$ cat config.mk
export PLATFORM = sky130hd
export DESIGN_NAME = fp_denorm
export DESIGN_NICKNAME = d
export VERILOG_FILES = /design/src/rtl/fp_denorm.sv
export SDC_FILE = /design/constraint.sdc
export NUM_CORES = 1
export LEC_CHECK = 0
export ABC_CLOCK_PERIOD_IN_PS = 1700
export CORE_MARGIN = 2
export CORE_UTILIZATION = 50
export CTS_BUF_LIST = sky130_fd_sc_hd__clkbuf_8
export DETAILED_ROUTE_END_ITERATION = 16
export GPL_TIMING_DRIVEN = 1
export PLACE_DENSITY = 0.83
export SLEW_MARGIN = 25
export SYNTH_ARGS = -nofsm -noshare
export SYNTH_HDL_FRONTEND = slang
export SYNTH_SLANG_ARGS = --single-unit
$ cat constraint.sdc
create_clock -name clk -period 1.7 [get_ports clk]
set_input_delay 0.17 -clock clk [delete_from_list [all_inputs] [get_ports clk]]
set_output_delay 0.17 -clock clk [all_outputs]
set_load 0.02 [all_outputs]
$ cat src/rtl/fp_denorm.sv
// ----------------------------------------------------------------------------
// fp_denorm
//   Converts a single-precision operand (biased exponent + 23-bit mantissa,
//   sign handled elsewhere) into a 27-bit unsigned fixed-point fraction.
//   This is the inverse of the leading-one normaliser: exponent 126 places
//   the hidden one at bit 26 (weight 2^-1). The datapath is a two-stage
//   valid/ready pipeline.
//
//   Stage 1 classifies the operand (normal / overflow / underflow). It also
//   registers the right-shift amount and the 27-bit significand
//   S = {1, man, 000}.
//   Stage 2 applies the shift, optionally rounds, and registers the result
//   and the flags.
//
// Build option:
//   FP_DENORM_RND_EN  defined   -> round to nearest, ties to even
//                                  (guard + sticky)
//                     undefined -> truncate (default)
//
// Ports:
//   clk        in   1   clock, rising edge
//   rst        in   1   synchronous reset, active-high
//   in_valid   in   1   operand valid
//   in_ready   out  1   operand accepted this cycle when in_valid is also 1
//   in_exp     in   8   biased exponent
//   in_man     in   23  mantissa without hidden bit
//   out_valid  out  1   result valid
//   out_ready  in   1   downstream consumes result this cycle
//   out_frac   out  27  fraction, bit 26 = 2^-1 ... bit 0 = 2^-27
//   out_ovf    out  1   operand >= 1.0, out_frac saturated to all ones
//   out_udf    out  1   operand < 2^-27, out_frac zero
// ----------------------------------------------------------------------------
module fp_denorm (
    input  logic        clk,
    input  logic        rst,
    input  logic        in_valid,
    output logic        in_ready,
    input  logic [7:0]  in_exp,
    input  logic [22:0] in_man,
    output logic        out_valid,
    input  logic        out_ready,
    output logic [26:0] out_frac,
    output logic        out_ovf,
    output logic        out_udf
);

    typedef enum logic [1:0] {
        CLS_NORM = 2'd0,
        CLS_OVF  = 2'd1,
        CLS_UDF  = 2'd2
    } cls_t;

    // Stage 1 registers
    logic        s1_valid_reg;
    logic [4:0]  s1_sh_reg;
    cls_t        s1_cls_reg;
    logic [26:0] s1_sig_reg;

    // Stage 2 registers
    logic        s2_valid_reg;
    logic [26:0] s2_frac_reg;
    logic        s2_ovf_reg;
    logic        s2_udf_reg;

    // ------------------------------------------------------------------
    // Handshake: a stage loads when it is empty or its content moves on
    // in the same cycle. Only registered state and out_ready feed
    // in_ready. rst simply forces it low while reset is held.
    // ------------------------------------------------------------------
    logic s2_load;
    logic s1_load;
    logic accept;

    assign s2_load  = !s2_valid_reg || out_ready;
    assign s1_load  = !s1_valid_reg || s2_load;
    assign in_ready = !rst && s1_load;
    assign accept   = in_valid && in_ready;

    // ------------------------------------------------------------------
    // Stage 1 decode
    // ------------------------------------------------------------------
    cls_t        cls_next;
    logic [4:0]  sh_next;
    logic [7:0]  sh_wide;
    logic [26:0] sig_next;

    assign sh_wide  = 8'd126 - in_exp;
    assign sig_next = {1'b1, in_man, 3'b000};

    always_comb begin
        cls_next = CLS_NORM;
        sh_next  = 5'd0;
        if (in_exp >= 8'd127) begin
            cls_next = CLS_OVF;
        end else if (in_exp <= 8'd99) begin
            cls_next = CLS_UDF;
        end else begin
            // 100..126 gives a shift of 0..26, which fits in 5 bits
            sh_next = sh_wide[4:0];
        end
    end

    // ------------------------------------------------------------------
    // Stage 2 shift (and optional rounding)
    // ------------------------------------------------------------------
    logic [26:0] norm_frac;

`ifdef FP_DENORM_RND_EN
    // Shift S into a double-width word. The upper half is the kept
    // result. The lower half holds exactly the bits shifted out.
    logic [53:0] wide_shifted;
    logic [26:0] kept;
    logic        guard;
    logic        sticky;
    logic        round_up;

    assign wide_shifted = {s1_sig_reg, 27'd0} >> s1_sh_reg;
    assign kept         = wide_shifted[53:27];
    assign guard        = wide_shifted[26];
    assign sticky       = |wide_shifted[25:0];
    assign round_up     = guard && (sticky || kept[0]);
    // Nonzero dropped bits need sh >= 4. In that case kept < 2^23, so the
    // increment can never carry out of bit 26.
    assign norm_frac    = kept + {26'd0, round_up};
`else
    assign norm_frac    = s1_sig_reg >> s1_sh_reg;
`endif

    logic [26:0] frac_next;
    logic        ovf_next;
    logic        udf_next;

    always_comb begin
        frac_next = norm_frac;
        ovf_next  = 1'b0;
        udf_next  = 1'b0;
        case (s1_cls_reg)
            CLS_OVF: begin
                frac_next = 27'h7FFFFFF;
                ovf_next  = 1'b1;
            end
            CLS_UDF: begin
                frac_next = 27'd0;
                udf_next  = 1'b1;
            end
            default: begin
                frac_next = norm_frac;
            end
        endcase
    end

    // ------------------------------------------------------------------
    // Pipeline registers
    // ------------------------------------------------------------------
    always_ff @(posedge clk) begin
        if (rst) begin
            s1_valid_reg <= 1'b0;
            s1_sh_reg    <= 5'd0;
            s1_cls_reg   <= CLS_NORM;
            s1_sig_reg   <= 27'd0;
            s2_valid_reg <= 1'b0;
            s2_frac_reg  <= 27'd0;
            s2_ovf_reg   <= 1'b0;
            s2_udf_reg   <= 1'b0;
        end else begin
            if (s1_load) begin
                s1_valid_reg <= accept;
                if (accept) begin
                    s1_sh_reg  <= sh_next;
                    s1_cls_reg <= cls_next;
                    s1_sig_reg <= sig_next;
                end
            end
            // While out_ready is low and stage 2 is full, nothing here
            // updates, so the visible result is held.
            if (s2_load) begin
                s2_valid_reg <= s1_valid_reg;
                if (s1_valid_reg) begin
                    s2_frac_reg <= frac_next;
                    s2_ovf_reg  <= ovf_next;
                    s2_udf_reg  <= udf_next;
                end
            end
        end
    end

    // Outputs read as idle for the whole cycle in which rst is high. This
    // includes the cycle before the registers clear.
    assign out_valid = s2_valid_reg && !rst;
    assign out_frac  = rst ? 27'd0 : s2_frac_reg;
    assign out_ovf   = s2_ovf_reg && !rst;
    assign out_udf   = s2_udf_reg && !rst;

endmodule
; ---- Yosys cells after proc, flatten, opt, wreduce, memory -nomap -nowiden
; Index checks and enable logic that the tools add are counted.
[totals]
register_bits = 62
out_inout_bits = 31
elab_cells = 34
[classes]
n_addsub = 1
order_cmp = 2
eq_ne = 2
n_shift = 1
muxes = 8
reduce_logical = 12
[op_table]
columns = operator, n
row1 = $pmux 27 s2, 1
row2 = $mux 27, 1
row3 = $shr 27x5->27, 1
row4 = $mux 5, 2
row5 = $ge 8x7->1 const B, 1
row6 = $le 8x7->1 const B, 1
row7 = $logic_and 1x1->1, 5
row8 = $sub 5x5->5 const A, 1
row9 = $mux 2, 2
row10 = $reduce_and 2->1, 2
row11 = $logic_not 1->1, 3
row12 = $eq 2x1->1 const B, 1
row13 = $eq 2x2->1 const B, 1
row14 = $logic_or 1x1->1, 2
row15 = $mux 1, 2

; ---- Logic depth before layout (Yosys ltp)
[logic_depth]
word_depth = 6
mapped_depth = 8
ltp_nobuf = 7

; ---- Worst setup path after synthesis
; OpenSTA, ideal clock, no wires.
[synth_timing]
kind = reg-to-reg
start = reg s1_cls_reg[0]
end = reg s2_frac_reg[10]
setup_ps = 115
arrival_ps = 1659
setup_slack_ps = -74
path_stages_with_launch = 8
cell_sequence = dfxtp_1 -> inv_1 -> ha_1 -> nor2b_1 -> nor3b_1 -> o21ai_0 -> o22ai_1 -> o21ba_2
[synth_between]
elab_chain_cells = 2
elab_cells_between_ends = 3
classes_between = eq/ne (2) / mux (1)
[synth_lines]
columns = item, line
row1 = start: declaration, 56  ; cls_t s1_cls_reg;
row2 = start signal: assignment, 170  ; s1_cls_reg <= cls_next;
row3 = $eq 2x2->1 / $eq 2x1->1 (equally long branches), 137  ; case (s1_cls_reg)
row4 = $pmux 27 s2 *, 137
row5 = end signal: assignment, 179  ; s2_frac_reg <= frac_next;
row6 = end: declaration, 61  ; logic [26:0] s2_frac_reg;
; Every way passes the cells marked *; elsewhere a longest branch is shown, timed or not.
; A chain may end at the register's enable or synchronous reset.

; ---- Worst setup path after layout
[layout_timing]
start = reg s1_sh_reg[1]
end = reg s2_frac_reg[8]
[layout_between]
elab_chain_cells = 2
[layout_lines]
columns = item, line
row1 = start: declaration, 55  ; logic [4:0] s1_sh_reg;
row2 = start signal: assignment, 169  ; s1_sh_reg <= sh_next;
row3 = $shr 27x5->27, 126  ; assign norm_frac = s1_sig_reg >> s1_sh_reg;
row4 = $pmux 27 s2, 137
; No other way between the ends.

==> impl_metrics.json <==
{
  "status": "finished, violations left",
  "violations": "setup timing",
  "grt_usage_pct": 29.7,
  "areaGrowthSynthToFinish_pct": 49.2,
  "whs_path_depth": 3,
  "grt_max_degree": 49,
  "post-place-ws_ns": -0.216,
  "p_int_mw": 2.94,
  "clk_pin_slew_ns": 0.07,
  "drtIter0Drc": 246,
  "largest_register_ffs": 27,
  "synthArstFlopShare_pct": 0,
  "max-cap-violations": 0,
  "die-area_um2": 8520,
  "routed_wl_um": 12600,
  "globalRouteMet1Util_pct": 37.5,
  "grt.busiest_layer": "met2",
  "setup_ws_ns": -0.0860,
  "slowest_delay_ns": 0.43,
  "clk_path_buf_depth": 2,
  "layout_common_cells": "83 x buf_4, 68 x nand2_1, 59 x dfxtp_1, 34 x clkdlybuf4s50_1",
  "avgSynthCellArea_um2": 8.49,
  "skew_ns": 0.0140,
  "worst_ep_arrival_time_ns": 2.02,
  "fillers": 559,
  "cp_slowest_cell": "dfxtp_4",
  "die_w_um": 92.3,
  "synth_edf_count": 0,
  "seq_power_share_pct": 40.4,
  "maxSlewViolCount": 0,
  "drtAntennaViolNets": 0,
  "end_kind": "register",
  "finalCritPeriodShare_pct": 105,
  "grt_pass1_wl_um": 19800,
  "gp_congestion": 0.939,
  "drtPass1Iterations": 7,
  "slew_headroom_pct": 70.7,
  "r2r_end": "s2_frac_reg[8]",
  "worstMarginPinSlew_ns": 0.435,
  "synthFlopType": "dfxtp_1",
  "wire_per_inst_um": 17.8,
  "clk_latency_ns": 0.36,
  "cpMostUsedCell": "mux2i_1",
  "htreeDepth": 3,
  "cts_tree": "done",
  "rr_worst_depth": 6,
  "rows": 32,
  "overflow": 0,
  "ctsHoldBuffers": 0,
  "grt_pass1_vias": 3989,
  "p_switching_mw": 1.13,
  "place_inst": 682,
  "crit_path_start_kind": "register",
  "cp_cell_sequence": "buf_12 -> mux2i_1 -> mux4_2 -> mux2i_1 -> a221oi_1 -> nor2_1",
  "io_buffers": 65,
  "rrSetupSlack_ns": -0.09,
  "p_sw_share_pct": 27.8,
  "ys_seq_area_share_pct": 31.8,
  "num_vias": 4069,
  "antenna_cells": 0,
  "finalNonFillerCells": 706,
  "start_util_pct": 51.0,
  "core_area_um2": 7650,
  "clkPwrFrac_pct": 36.4,
  "syn_area_um2": 3900,
  "fin_area_um2": 5820,
  "placed_cell_area_um2": 5250,
  "worstReg2RegStart": "s1_sh_reg[1]",
  "min_from": "in_man[3]",
  "synth_cells": 459,
  "grt_use_met3_pct": 5.86,
  "grtUsageMet2_pct": 49.0,
  "synth_cell_type_count": 53,
  "worstPathMaxFanout": 8,
  "p_per_area_nw_per_um2": 699,
  "vias_per_cell": 5.76,
  "setup_violations": 13,
  "cp.required_ns": 1.94,
  "syn-num-nets": 498,
  "antenna_found_initial": 0,
  "synth-warning-count": 0,
  "hold_violations": 0,
  "rsz0062_at_grt": "true",
  "hpwlAfterDp_um": 8760,
  "whs_endpoint": "s1_sig_reg[6]",
  "p_leak_nw": 2.33,
  "fin_nets": 639,
  "final_common_cell": "buf_4",
  "clkSinkCount": 62,
  "drc": 0,
  "irDropWorstVdd_uv": 662,
  "period_needed_ns": 1.79,
  "boundaryPins": 66,
  "cts_buffers": 9,
  "ys_ff_latch": 62,
  "fmax_mhz": 560,
  "power_frac_comb_pct": 23.3,
  "critical_path_class": "reg -> reg",
  "cts_root_buffer": "clkbuf_8",
  "drive_above_1_share_pct": 29.8,
  "crit_start": "s1_sh_reg[1]",
  "holdCritPathClass": "in -> reg",
  "die-height_um": 92.3
}
-- what timing repair did --
action / 4_1_cts / 5_1_grt
endpoints found under the setup margin: 56 / 27
pin swaps: 7 / 10
buffers inserted: 6 / 3
cloned: 2 / 0
resized for setup: 68 / 28
-- metal layers --
layer / wire length (um) / up-vias
met2: 6160 / 211
li1: - / 1933
met3: 926 / 41
met4: 420 / 0
met1: 5070 / 1884
met5: 0 / -
-- metrics by stage --
step                      hold WS [ns]  utilization (%)  power (mW)  setup TNS [ns]
after global placement           0.475             68.7        2.52           -4.38
after floorplan                  0.278                -        2.10               0
after CTS                        0.360             74.4        4.03          -0.137
after global routing             0.387             76.1        4.23           -1.41
final                            0.368             76.1        4.07          -0.382
after detailed placement         0.476             68.7        2.55           -6.51
-- synth_stat cells (2+ instances only) --
| master | n | area, um^2 |
|---|---|---|
| nor3b_1 | 2 | 15.0 |
| a2bb2oi_1 | 5 | 43.8 |
| o21ai_0 | 36 | 180 |
| nor3_1 | 5 | 25.0 |
| o22ai_1 | 5 | 31.3 |
| buf_2 | 12 | 60.1 |
| nor2b_1 | 37 | 231 |
| nand3b_1 | 2 | 15.0 |
| nand3_1 | 15 | 75.1 |
| a21oi_1 | 21 | 105 |
| o31ai_1 | 2 | 15.0 |
| mux2_2 | 5 | 56.3 |
| clkbuf_1 | 17 | 63.8 |
| o211ai_1 | 7 | 52.6 |
| o21a_1 | 3 | 22.5 |
| nand2b_1 | 5 | 31.3 |
| ha_1 | 4 | 50.1 |
| mux2i_1 | 29 | 290 |
| buf_12 | 2 | 40.0 |
| nand2_1 | 68 | 255 |
| buf_6 | 3 | 33.8 |
| nor2_1 | 34 | 128 |
| xor2_1 | 2 | 17.5 |
| mux4_2 | 18 | 405 |
| o311ai_0 | 2 | 17.5 |
| o32ai_1 | 3 | 26.3 |
| o21ai_1 | 3 | 15.0 |
| inv_1 | 9 | 33.8 |
| o22a_1 | 5 | 43.8 |
| a221oi_1 | 2 | 17.5 |
| a22oi_1 | 7 | 52.6 |
| a211oi_1 | 4 | 30.0 |
| and4_1 | 2 | 17.5 |
| and3_1 | 2 | 12.5 |
| dfxtp_1 | 62 | 1240 |
| a31oi_1 | 2 | 12.5 |
-- worst max-delay path by stage --
stage	endpoint	slack, ns	depth (start not counted)
floorplan	s2_frac_reg[2]	0.05	6
global placement	s2_frac_reg[16]	-0.19	6
detailed placement	out_frac[0]	-0.22	4
CTS	s2_frac_reg[3]	-0.04	6
global route	s2_frac_reg[9]	-0.14	6
finish	s2_frac_reg[8]	-0.09	6
-- cell type report --
class | count | area [um^2] | area share (%)
sequential | 62 | 1250 | 21.5
timing repair buffer | 166 | 1550 | 26.6
inverter | 10 | 45.0 | 0.774
multi-input combinational | 351 | 2620 | 45.1
tap | 102 | 128 | 2.19
clock buffer | 11 | 151 | 2.60
clock inverter | 4 | 71.3 | 1.23
-- logic make-up (layout without fill, tap and decap cells) --
group / count (synthesis) / count (layout) / synth area share (%)
AO/OA/AOI/OAI: 114 / 114 / 18.7
AND/OR/NAND/NOR: 177 / 177 / 21.5
multiplexers: 53 / 53 / 19.7
adder cells (fa/ha/maj): 4 / 4 / 1.28
flip-flops: 62 / 62 / 31.8
XOR/XNOR: 3 / 3 / 0.674
buffers and inverters: 46 / 191 / 6.32
-- power groups by stage --
stage / combinational, mW / sequential (mW) / clock (mW)
detailed placement: 0.890 / 1.66 / 0
CTS: 0.900 / 1.63 / 1.50
floorplan: 0.464 / 1.63 / 0
finish: 0.947 / 1.64 / 1.48
global placement: 0.872 / 1.65 / 0
global route: 1.02 / 1.65 / 1.56
-- critical path, delay by kind of cell, from the launching register on --
kind	cells	cell delay, ns
multiplexers	3	0.75
flip-flops	1	0.43
AO/OA/AOI/OAI	1	0.26
buffers and inverters	1	0.16
AND/OR/NAND/NOR	1	0.07
Power figures use the tool's default switching activity.
